## src/rtl/ecc_scrub_ctrl.sv

```systemverilog
// Background ECC scrubber: sweeps DEPTH words, writes back single/WP-corrected codewords, yields to the host.
// Optional sticky uncorrectable-error interrupt enabled by defining ECC_SCRUB_IRQ_EN.
module ecc_scrub_ctrl #(
  parameter int ADDR_W = 8,
  parameter int DEPTH  = 256
) (
  input  logic              clk,
  input  logic              rst_n,
  input  logic              start,
  input  logic              abort,
  input  logic              host_req,
  output logic              host_gnt,
  output logic [ADDR_W-1:0] mem_addr,
  output logic              mem_rd,
  output logic              mem_wr,
  output logic [12:0]       mem_wdata,
  input  logic [12:0]       mem_rdata,
  output logic [12:0]       dec_in,
  input  logic [3:0]        dec_syndrome,
  input  logic [1:0]        dec_err_type,
  output logic              busy,
  output logic              done,
  output logic [7:0]        corr_cnt,
  output logic [7:0]        uncorr_cnt,
  output logic [ADDR_W-1:0] err_addr,
  output logic              irq,
  output logic [2:0]        dbg_state_o
);

  typedef enum logic [2:0] {
    S_IDLE  = 3'd0,
    S_READ  = 3'd1,
    S_WAIT  = 3'd2,
    S_CHECK = 3'd3,
    S_WRITE = 3'd4
  } state_t;

  localparam logic [ADDR_W-1:0] LAST_ADDR = ADDR_W'(DEPTH - 1);

  state_t            state_q, state_d;
  logic [ADDR_W-1:0] addr_q, addr_d;
  logic [12:0]       cw_q, cw_d;
  logic [12:0]       fix_q, fix_d;
  logic              busy_q, busy_d;
  logic [7:0]        corr_q, corr_d;
  logic [7:0]        uncorr_q, uncorr_d;
  logic [ADDR_W-1:0] err_addr_q, err_addr_d;
  logic              irq_set, irq_clr;
  logic              advance, go_write, uncorr;
  logic [12:0]       flipped;

  function automatic logic [7:0] sat_inc(input logic [7:0] v);
    return (v == 8'hFF) ? v : v + 8'd1;
  endfunction

  always_comb begin
    state_d    = state_q;
    addr_d     = addr_q;
    cw_d       = cw_q;
    fix_d      = fix_q;
    busy_d     = busy_q;
    corr_d     = corr_q;
    uncorr_d   = uncorr_q;
    err_addr_d = err_addr_q;
    irq_set    = 1'b0;
    irq_clr    = 1'b0;
    mem_rd     = 1'b0;
    mem_wr     = 1'b0;
    done       = 1'b0;
    advance    = 1'b0;
    go_write   = 1'b0;
    uncorr     = 1'b0;
    flipped    = cw_q;

    if (abort && (state_q != S_IDLE)) begin
      // Abort drops the sweep; counters and err_addr keep their values.
      state_d = S_IDLE;
      busy_d  = 1'b0;
    end else begin
      case (state_q)
        S_IDLE: begin
          if (start && !abort) begin
            state_d  = S_READ;
            addr_d   = '0;
            corr_d   = 8'd0;
            uncorr_d = 8'd0;
            busy_d   = 1'b1;
            irq_clr  = 1'b1;
          end
        end
        S_READ: begin
          if (!host_req) begin
            mem_rd  = 1'b1;
            state_d = S_WAIT;
          end
        end
        S_WAIT: begin
          cw_d    = mem_rdata;
          state_d = S_CHECK;
        end
        S_CHECK: begin
          case (dec_err_type)
            2'b00: advance = 1'b1;
            2'b01: begin
              fix_d    = cw_q ^ 13'h1000;
              go_write = 1'b1;
            end
            2'b10: begin
              if (dec_syndrome >= 4'd1 && dec_syndrome <= 4'd12) begin
                // Syndrome is the 1-based bit position; WP is rebuilt from the repaired bits.
                flipped  = cw_q ^ (13'd1 << (dec_syndrome - 4'd1));
                fix_d    = {^flipped[11:0], flipped[11:0]};
                go_write = 1'b1;
              end else begin
                uncorr = 1'b1;
              end
            end
            default: uncorr = 1'b1;
          endcase
          if (go_write) begin
            state_d = S_WRITE;
            corr_d  = sat_inc(corr_q);
          end
          if (uncorr) begin
            uncorr_d   = sat_inc(uncorr_q);
            err_addr_d = addr_q;
            irq_set    = 1'b1;
            advance    = 1'b1;
          end
        end
        S_WRITE: begin
          if (!host_req) begin
            mem_wr  = 1'b1;
            advance = 1'b1;
          end
        end
        default: state_d = S_IDLE;
      endcase

      if (advance) begin
        if (addr_q == LAST_ADDR) begin
          state_d = S_IDLE;
          busy_d  = 1'b0;
          done    = 1'b1;
        end else begin
          addr_d  = addr_q + 1'b1;
          state_d = S_READ;
        end
      end
    end
  end

  always_ff @(posedge clk or negedge rst_n) begin
    if (!rst_n) begin
      state_q    <= S_IDLE;
      addr_q     <= '0;
      cw_q       <= '0;
      fix_q      <= '0;
      busy_q     <= 1'b0;
      corr_q     <= 8'd0;
      uncorr_q   <= 8'd0;
      err_addr_q <= '0;
    end else begin
      state_q    <= state_d;
      addr_q     <= addr_d;
      cw_q       <= cw_d;
      fix_q      <= fix_d;
      busy_q     <= busy_d;
      corr_q     <= corr_d;
      uncorr_q   <= uncorr_d;
      err_addr_q <= err_addr_d;
    end
  end

`ifdef ECC_SCRUB_IRQ_EN
  logic irq_q;
  always_ff @(posedge clk or negedge rst_n) begin
    if (!rst_n)       irq_q <= 1'b0;
    else if (irq_clr) irq_q <= 1'b0;
    else if (irq_set) irq_q <= 1'b1;
  end
  assign irq = irq_q;
`else
  logic irq_unused;
  assign irq_unused = irq_set | irq_clr;
  assign irq        = 1'b0;
`endif

  assign host_gnt    = host_req & (state_q != S_WAIT);
  assign mem_addr    = addr_q;
  assign mem_wdata   = (state_q == S_WRITE) ? fix_q : 13'd0;
  assign dec_in      = cw_q;
  assign busy        = busy_q;
  assign corr_cnt    = corr_q;
  assign uncorr_cnt  = uncorr_q;
  assign err_addr    = err_addr_q;
  assign dbg_state_o = state_q;

endmodule

```

## config.mk

```make
export PLATFORM = sky130hd
export DESIGN_NAME = ecc_scrub_ctrl
export DESIGN_NICKNAME = d
export VERILOG_FILES = /design/src/rtl/ecc_scrub_ctrl.sv
export SDC_FILE = /design/constraint.sdc
export NUM_CORES = 1
export LEC_CHECK = 0
export CAP_MARGIN = 10
export CORE_ASPECT_RATIO = 1.4
export CORE_MARGIN = 10
export CORE_UTILIZATION = 35
export DETAILED_ROUTE_END_ITERATION = 12
export DONT_BUFFER_PORTS = 1
export GPL_ROUTABILITY_DRIVEN = 1
export PLACE_DENSITY = 0.51
export SLEW_MARGIN = 20
export SYNTH_ARGS = -nofsm -noshare
export SYNTH_HDL_FRONTEND = slang
export SYNTH_SLANG_ARGS = --single-unit
export TNS_END_PERCENT = 20
```

## constraint.sdc

```tcl
create_clock -name clk -period 2.45 [get_ports clk]
set_input_delay 0.3675 -clock clk [delete_from_list [all_inputs] [get_ports clk]]
set_output_delay 0.3675 -clock clk [all_outputs]
set_load 0.1 [all_outputs]
```

==> impl_results.md <==
* Status: finished, final reports clean
* CP startpoint: dbg_state_o[0]$_DFFE_PN0P_
* Die ar. at 0.0146 sq mm
* Vias per cell at 5.03
* Hold WC Path Type: in -> reg
* Reg-to-reg endpoint: uncorr_cnt[7]$_DFFE_PN0P_
* DR vias at 2818
* Initial DRC count at 89
* Clk_skew at 0.00727 ns
* Slowest-stage cell, CP: dfrtp_4
* Clock tree buffer depth at 2
* Most common flop cell mapped by yosys: dfrtp_1
* Fmax achieved at 434 MHz
* Die W at 105 um
* CTS root buffer: clkbuf_16
* WP buf/inv at 2
* Die Y at 139 um
* Initial Utilization at 35.9%
* Unrepaired setup endpoints after global routing: no
* GR Util All Layers at 13.6%
* Clk slew on worst S/H paths at 0.06 ns
* Distinct cells, synth at 59
* Core Rows at 43
* Nets@finish at 452
* Ant. Diodes at 0
* Hold endpoint: dec_in[2]$_DFFE_PN0P_
* Initial antenna violation count at 0
* Slew Limit Fails at 0
* Min Tclk post-route at 2.31 ns
* Vias in the first global route at 2892
* Max FO, Critical Path at 13
* # H-tree levels at 3
* # IOs at 91
* Syn nets at 387
* Remaining DRCs at 0
* Post-Syn Instances at 355
* Synth warnings at 0
* Post-Place Setup Slack at 0.188 ns
* CP peak stage delay at 0.45 ns
* HP Start: mem_rdata[2]
* Cts bufs inserted at 9
* Reg2Reg Depth at 6
* Fillers at 947
* Crit path cell chain: buf_4 > and3_2 > o21a_2 > o21ai_2 > nor2_4 > buf_12
* Core box area at 0.00990 sq mm
* Clock Latency Late Sink at 0.33 ns
* Worst R2R Setup Slack at 0.36 ns
* Sequential share of the synthesized area at 43.7%
* Pwr Total at 6.60 mW
* Hold path cells at 1
* CP Class: reg -> out
* Drt pass-1 iters at 4
* Endpoints failing setup at 0
* Crit path capture type: output port
* Sink Count at 62
* Delay-heaviest family, CP: flip-flops
* First-pass GRT wire length at 15700 um
* Reg-to-Reg Start: dbg_state_o[0]$_DFFE_PN0P_
* Worst Setup Slack, final at 0.145 ns
* Gr ovfl total at 0
* LEAKAGE at 2.11 nW
* Final hold viol count at 0
* Synthesized cell area at 0.00355 sq mm
* Synth async-reset ratio at 100%
* PwrDens at 1370 mW/mm^2
* Fraction of layout cells with a size suffix above 1 at 35.8%
* EDFF count, synth at 0
* Worst EP required at 2.08 ns
* TritonCTS clock tree: yes
* Area added between synthesis and finish at 36.1%
* Peak supply drop at 1100 uV
* Synthesized flop and latch total at 62
* Syn Area/Cell at 10.0 sq um
* Rel. slew slack at 38.0%
* Tcrit/Tclk final at 94.1%
* Pin count of the biggest net entering global routing at 63
* Dominant cells by area after synthesis: dfrtp_1 44%, mux2_2 6.7%, xor2_1 3.9%
* Routed len/inst at 17.0 um
* Worst Max-Slew Pin Slew at 0.930 ns
* Number of antenna-violating nets in the routed design at 0
* Largest area contributor in the netlist: dfrtp_1
* Final WL at 9540 um
* Worst endpoint data arrival time at 1.94 ns
* Max-cap viol count at 0
* Port buffer count at 0
* Dpl hpwl at 7500 um
* Global placer's final weighted congestion at 0.808
* Top-area cell type share of the netlist area at 43.7%
* Critical Path Source Type: flop
## sequential cells by signal, summed over array words and instances, names as in the netlist
signal	cells
corr_cnt	8
uncorr_cnt	8
err_addr	8
dec_in	13
fix_q	13
busy	1
mem_addr	8
dbg_state_o	3
## cell usage after synthesis (all sizes together) (3+ instances only)
cell type   n
and2       15
o211ai      3
o31ai       4
a21oi      23
clkbuf      8
or3         5
nand2      21
and3        5
a31oi       4
inv         7
nand4       5
xnor3       3
mux2i       3
mux2       21
dfrtp      62
buf         9
or4         3
ha          8
nor3b       7
o21ai      15
nor3       11
xnor2      14
nand3      19
o2bb2ai     3
nor2       37
xor2       16
## per-layer routing
layer | share of wire, % | vias to the layer above | GRT usage [%]
met2 | 52 | 69 | 23.2
met4 | 2.3 | 0 | 5.87
met3 | 9.2 | 16 | 6.93
met1 | 36 | 1338 | 13.7
li1 | - | 1395 | -
met5 | 0 | - | 0
## worst max-delay path by stage
stage | end | slack [ns] | depth (start not counted)
6_report | done | 0.14 | 6
5_1_grt | done | 0.04 | 6
4_1_cts | done | 0.006 | 6
3_5_place_dp | fix_q[12]$_DFFE_PN0P_ | 0.19 | 8
3_3_place_gp | fix_q[12]$_DFFE_PN0P_ | 0.17 | 8
2_1_floorplan | mem_rd | -0.07 | 3
## through the flow
step           hold slack [ns]  setup TNS (ns)  std cells  instance area (sq um)  util (%)
6_report                 0.180               0        560                   4830      48.8
5_1_grt                  0.165               0        560                   4830      48.8
4_1_cts                  0.166               0        558                   4810      48.5
3_5_place_dp            0.0749               0        540                   4420      44.7
3_3_place_gp            0.0751               0        540                   4420      44.7
2_1_floorplan           0.0719         -0.0690        355                   3650         -
## kinds of logic (layout without fill, tap and decap cells)
group	Yosys count	after routing	synth area share, %
xor gates and xnor gates	33	33	9.31
buffers and inverters	24	94	3.10
muxes	24	24	7.51
adders and majority gates	8	8	2.82
AOI/OAI and AO/OA	67	67	12.8
DFF	62	62	43.7
and+or+nand+nor	136	136	20.7
other	1	1	0.106
## power by group
group | switching, mW | internal [mW]
sequential | 0.397 | 1.33
clock | 0.474 | 0.996
combinational | 2.28 | 1.12
total | 3.15 | 3.45
## what timing repair did
action / CTS / global route
gates resized for setup: 1 / 2
endpoints found under the hold margin: 62 / 0
buffers inserted: 0 / 2
endpoints found under the setup margin: 1 / 1
hold buffers: 2 / 0
pin swaps: 0 / 0
## cell type report
class                      count  area [sq um]  share of cell area [%]
multi-input combinational    269          1970                    40.8
clock buffer                   9           225                    4.66
timing repair buffer          71           756                    15.6
tap                          135           169                    3.50
sequential                    62          1570                    32.4
inverter                       7          26.3                   0.544
clock inverter                 7           120                    2.49
## placed cells by master, fill, tap and decap left out, types with 5 or more instances in the layout
cell type   n
dfrtp_1    55
buf_4      53
nor2_1     32
a21oi_1    23
nand2_1    21
mux2_2     21
nand3_1    19
xor2_1     16
buf_12     16
xnor2_1    14
and2_2     10
o21ai_0     9
clkbuf_16   9
nor3_1      8
ha_1        8
inv_1       6
or3_1       5
nand4_1     5
dfrtp_2     5
No activity file was read; power rests on OpenSTA's default activity.
